==> config.mk <==
export PLATFORM = sky130hd
export DESIGN_NAME = mem_arbiter
export DESIGN_NICKNAME = d
export VERILOG_FILES = /design/src/rtl/mem_arb_pkg.sv /design/src/rtl/mem_arbiter.sv
export SDC_FILE = /design/constraint.sdc
export NUM_CORES = 1
export LEC_CHECK = 0
export BUFFER_PORTS_ARGS = -buffer_cell sky130_fd_sc_hd__buf_2
export CORE_ASPECT_RATIO = 1.5
export CORE_MARGIN = 2
export CORE_UTILIZATION = 44
export CTS_BUF_LIST = sky130_fd_sc_hd__clkbuf_4 sky130_fd_sc_hd__clkbuf_8
export DETAILED_ROUTE_END_ITERATION = 12
export PLACE_DENSITY = 0.8
export SLEW_MARGIN = 15
export SYNTH_ARGS = -nofsm -noshare
export SYNTH_HDL_FRONTEND = slang
export SYNTH_SLANG_ARGS = --single-unit
==> constraint.sdc <==
create_clock -name clk -period 3.15 [get_ports clk]
set_input_delay 0.315 -clock clk [delete_from_list [all_inputs] [get_ports clk]]
set_output_delay 0.315 -clock clk [all_outputs]
set_load 0.005 [all_outputs]
==> src/rtl/mem_arb_pkg.sv <==
// Shared types for the unified-memory arbiter: sequencer states and grant owner encoding.
package mem_arb_pkg;

  typedef enum logic [1:0] {
    IDLE   = 2'd0,
    ACCESS = 2'd1,
    WAIT   = 2'd2,
    RESP   = 2'd3
  } state_e;

  typedef enum logic {
    GNT_IF = 1'b0,
    GNT_D  = 1'b1
  } gnt_e;

endpackage

==> src/rtl/mem_arbiter.sv <==
// Shares one single-port fixed-latency memory between instruction fetch and load/store,
// one access at a time, with a starvation guard that forces a fetch after MAX_STREAK data grants.
module mem_arbiter
  import mem_arb_pkg::*;
#(
  parameter int LAT        = 1,
  parameter int ADDR_W     = 10,
  parameter int MAX_STREAK = 4
) (
  input  logic              clk,
  input  logic              rst,
  input  logic              if_req,
  input  logic [31:0]       if_addr,
  output logic              if_done,
  output logic [31:0]       if_rdata,
  input  logic              d_req,
  input  logic              d_we,
  input  logic [31:0]       d_addr,
  input  logic [31:0]       d_wdata,
  output logic              d_done,
  output logic [31:0]       d_rdata,
  output logic              mem_en,
  output logic              mem_we,
  output logic [ADDR_W-1:0] mem_addr,
  output logic [31:0]       mem_wdata,
  input  logic [31:0]       mem_rdata,
  output logic              busy
);

  localparam int CW = (LAT < 2) ? 1 : $clog2(LAT + 1);
  localparam int SW = (MAX_STREAK < 2) ? 1 : $clog2(MAX_STREAK + 1);
  localparam logic [CW-1:0] LAT_C = CW'(LAT);
  localparam logic [CW-1:0] ONE_C = CW'(1);
  localparam logic [SW-1:0] MAX_S = SW'(MAX_STREAK);

  state_e              state_q, state_d;
  gnt_e                owner_q, owner_d;
  logic [ADDR_W-1:0]   addr_q, addr_d;
  logic                we_q, we_d;
  logic [31:0]         wdata_q, wdata_d;
  logic [SW-1:0]       streak_q, streak_d;
  logic [CW-1:0]       cnt_q, cnt_d;
  logic [31:0]         if_rdata_q, if_rdata_d;
  logic [31:0]         d_rdata_q, d_rdata_d;
  logic                busy_q;
  logic                grant_d;

  // Only the word-address field of the byte addresses reaches the memory.
  logic unused_addr_bits;
  assign unused_addr_bits = ^{if_addr[1:0], if_addr[31:ADDR_W+2], d_addr[1:0], d_addr[31:ADDR_W+2]};

  // Data has priority unless it has already starved a waiting fetch MAX_STREAK times.
  assign grant_d = d_req && !(if_req && (streak_q == MAX_S));

  always_comb begin
    state_d    = state_q;
    owner_d    = owner_q;
    addr_d     = addr_q;
    we_d       = we_q;
    wdata_d    = wdata_q;
    streak_d   = streak_q;
    cnt_d      = cnt_q;
    if_rdata_d = if_rdata_q;
    d_rdata_d  = d_rdata_q;
    case (state_q)
      IDLE: begin
        if (if_req || d_req) begin
          state_d = ACCESS;
          if (grant_d) begin
            owner_d = GNT_D;
            addr_d  = d_addr[ADDR_W+1:2];
            we_d    = d_we;
            wdata_d = d_wdata;
            if (!if_req) begin
              streak_d = '0;
            end else if (streak_q != MAX_S) begin
              streak_d = streak_q + 1'b1;
            end
          end else begin
            owner_d  = GNT_IF;
            addr_d   = if_addr[ADDR_W+1:2];
            we_d     = 1'b0;
            wdata_d  = '0;
            streak_d = '0;
          end
        end
      end
      ACCESS: begin
        cnt_d   = LAT_C;
        state_d = WAIT;
      end
      WAIT: begin
        cnt_d = cnt_q - 1'b1;
        if (cnt_q == ONE_C) begin
          state_d = RESP;
          if (!we_q) begin
            if (owner_q == GNT_D) d_rdata_d  = mem_rdata;
            else                  if_rdata_d = mem_rdata;
          end
        end
      end
      RESP:    state_d = IDLE;
      default: state_d = IDLE;
    endcase
  end

  always_ff @(posedge clk) begin
    if (!rst) begin
      state_q    <= IDLE;
      owner_q    <= GNT_IF;
      addr_q     <= '0;
      we_q       <= 1'b0;
      wdata_q    <= '0;
      streak_q   <= '0;
      cnt_q      <= '0;
      if_rdata_q <= '0;
      d_rdata_q  <= '0;
      busy_q     <= 1'b0;
    end else begin
      state_q    <= state_d;
      owner_q    <= owner_d;
      addr_q     <= addr_d;
      we_q       <= we_d;
      wdata_q    <= wdata_d;
      streak_q   <= streak_d;
      cnt_q      <= cnt_d;
      if_rdata_q <= if_rdata_d;
      d_rdata_q  <= d_rdata_d;
      busy_q     <= (state_d != IDLE);
    end
  end

  assign mem_en    = (state_q == ACCESS);
  assign mem_we    = (state_q == ACCESS) && we_q;
  assign mem_addr  = addr_q;
  assign mem_wdata = wdata_q;
  assign if_done   = (state_q == RESP) && (owner_q == GNT_IF);
  assign d_done    = (state_q == RESP) && (owner_q == GNT_D);
  assign if_rdata  = if_rdata_q;
  assign d_rdata   = d_rdata_q;
  assign busy      = busy_q;

endmodule

==> qor.csv <==
stage,metric,value,unit
sta,relSlewSlack,49.97,%
cts,clockBufferDepth,2,
cts,cts_hold_buf,0,
power_and_ir_drop,switchingPower,1.148,mW
critical_path,crit_path_cell_trace,inv_1 -> ha_1 -> and4bb_2 -> nand2_1 -> a21boi_0,
sta,rsz0062_at_grt,false,
layout,nets,786,
synth,ys_types,33,
synth,synth_top_area_share,53.47,%
critical_path,path_delay_family,simple AND/OR/NAND/NOR gates,
floorplan,die_w,84.77,um
sta,max_freq,538.8,MHz
power_and_ir_drop,power_frac_comb,21.3,%
layout,antenna_cells,0,
cts,path_clk_slew,0.08,ns
sta,fin_crit,1.856,ns
global_routing,grt_pass1_vias,3735,
power_and_ir_drop,p_int,2.678,mW
critical_path,critical-path-max-stage-delay,0.75,ns
global_routing,grt_pass1_wl,17.51,mm
layout,syn_to_final_growth,31.44,%
synth,synth_most_common_cell,nand2_1,
layout,final_cell_area,5659,um2
cts,clock-sinks,115,
synth,synth_top_family_by_area,compound AO/OA/AOI/OAI gates,
synth,synth_common_cells,"nand2_1 (130), dfxtp_1 (115), a21boi_0 (50), a22o_1 (34), o21ai_0 (21)",
synth,synth_cells,459,
synth,syn-cell-area,4305,um2
cts,post_cts_resized,0,
placed_design,hpwl,7.438,mm
cts,clock_tree.htree_level_count,4,
floorplan,start_util,44.95,%
critical_path,cp.arrival,2.20,ns
sta,setup_tns,0,ns
cts,cts_buffers,17,
sta,finClkSkew,0.009492,ns
global_routing,grt_antenna_before_repair,0,
cts,insertion_delay,0.43,ns
layout,fin_util,59.08,%
synth,yosys_warnings,0,
global_routing,grt_max_degree,80,
critical_path,path_max_fanout,32,
synth,synth-simple-area-share,14.85,%
critical_path,critical_path_class,reg2reg,
sta,slew_violations,0,
critical_path,critical_path_buf_inv_count,1,
placed_design,place_congestion,0.8039,
global_routing,overflow,0,
floorplan,dieArea,10610,um2
layout,fillers,888,
synth,async_flop_share,0,%
worst_hold_path,hp-class,in2reg,
synth,synth-seq-area-share,53.47,%
route,wl_per_cell,13.95,um
sta,fin_crit_sh,58.92,%
placed_design,portBuffers,199,
synth,mappedNetlistNets,598,
synth,yosys_register_bits,115,
critical_path,slowest_stage,and4bb_2,
layout,drive_above_1_share,36.67,%
synth,synth-adder-area-share,1.744,%
global_routing,grt_usage,20.50,%
sta,worstMarginPinSlew,0.7505,ns
route,vias_per_cell,5.086,
floorplan,die_h,125.2,um
cts,cts_root_buf,clkbuf_8,
power_and_ir_drop,vdd_drop_max,0.4324,mV
synth,synth-xor-area-share,0,%
power_and_ir_drop,leakagePower,2.561,nW
synth,synth_top_cell_by_area,dfxtp_1,
cts,cts_tree,built,
synth,avgSynthCellArea,9.380,um2
synth,synth_mux_area_share,0,%
route,dr.pass1.iters,4,
power_and_ir_drop,clockPowerShare,32.7,%
critical_path,cp.required,3.49,ns
route,drt_iter0_markers,171,
floorplan,rows,44,
route,antenna_left,0,
run,max_cap_violations,0,
synth,synth_ff_type,dfxtp_1,
run_status,outcome,"complete, no violations",
route,wirelength,10.81,mm
route,vias,3942,
sta,hold_violations,0,
cts,cts_setup_buffers,0,
synth,synth_compound_area_share,24.76,%
floorplan,coreArea,9579,um2
route,drcViolationCount,0,
power_and_ir_drop,p_sw_share,30.01,%
critical_path,end_kind,flip-flop,
power_and_ir_drop,seqPwrFrac,46.0,%
sta,setup_viol,0,
synth,synth_edf_count,0,
critical_path,start_kind,flip-flop,
placed_design,post_dp_cell_area,5286,um2
synth,synth_area_leaders,"dfxtp_1 (53%), nand2_1 (11%), a21boi_0 (8.7%)",
critical_path,r2r_slack,1.29,ns
power_and_ir_drop,p_per_area,676.2,nW/um2
floorplan,io_pins,244,
-- kinds of logic after synthesis --
logic type,Yosys count
AND/OR/NAND/NOR,149
AO/OA/AOI/OAI,148
flip-flops,115
buffers and inverters,41
adder cells (fa/ha/maj),6
-- sequential cells by signal (all words and copies together), names as in the netlist --
signal and count:
mem_wdata 32, busy 1, cnt_q 1, streak_q 3, if_rdata 32, owner_q 1
state_q 2, d_rdata 32, mem_addr 10, we_q 1
-- metrics by stage --
step / power, mW / hold WS, ns / setup WS [ns] / instances
detailed placement: 2.607 / 0.4457 / 1.305 / 743
CTS: 3.863 / 0.07603 / 1.267 / 775
finish: 3.827 / 0.09621 / 1.294 / 775
global placement: 2.570 / 0.4388 / 1.371 / 743
global route: 4.042 / 0.06860 / 1.111 / 775
floorplan: 2.300 / 0.4476 / 1.691 / 459
-- placed cells by master, fill, tap and decap left out, types with 2 or more instances in the layout --
cell type,count
a21boi_0,50
a21boi_1,15
a21oi_1,10
a22o_1,34
a31oi_1,12
and2_1,5
buf_2,199
buf_4,6
clkbuf_8,19
clkinv_2,4
clkinvlp_4,7
dfxtp_1,115
ha_1,6
inv_1,4
nand2_1,130
nor2b_1,3
o21a_1,2
o21ai_0,21
-- path summary, 6_finish.rpt --
path	cells past startpoint	start	endpoint
min reg2reg	2	if_rdata[20]$_SDFFE_PN0P_	if_rdata[20]$_SDFFE_PN0P_
min	2	d_wdata[15]	mem_wdata[15]$_SDFFE_PN0P_
max	5	state_q[0]$_SDFF_PN0_	if_rdata[2]$_SDFFE_PN0P_
max reg2reg	5	state_q[0]$_SDFF_PN0_	if_rdata[2]$_SDFFE_PN0P_
-- layout make-up --
cell class                      instances  area (um2)  share of cell area, %
Sequential cell                       115        2302                  40.68
Multi-Input combinational cell        303        1780                  31.46
Timing Repair Buffer                  205        1041                  18.39
Clock buffer                           19       261.5                  4.621
Tap cell                              115       143.9                  2.543
Clock inverter                         13       111.4                  1.968
Inverter                                5       18.77                 0.3316
-- power groups by stage --
stage / registers (mW) / logic (mW) / clock network, mW
global placement: 1.78 / 0.791 / 0
global route: 1.79 / 0.918 / 1.34
finish: 1.76 / 0.816 / 1.25
floorplan: 1.79 / 0.509 / 0
CTS: 1.76 / 0.827 / 1.28
detailed placement: 1.79 / 0.822 / 0
-- per-layer routing --
metal	track usage, %	vias to the layer above	wire length, um	part of all wire [%]
met5	0	-	0	0
met4	8.777	0	212	2.0
met3	7.723	20	872	8.1
met2	33.90	159	5448	50
met1	23.54	1819	4280	40
li1	-	1944	-	-
Power figures use the tool's default switching activity.
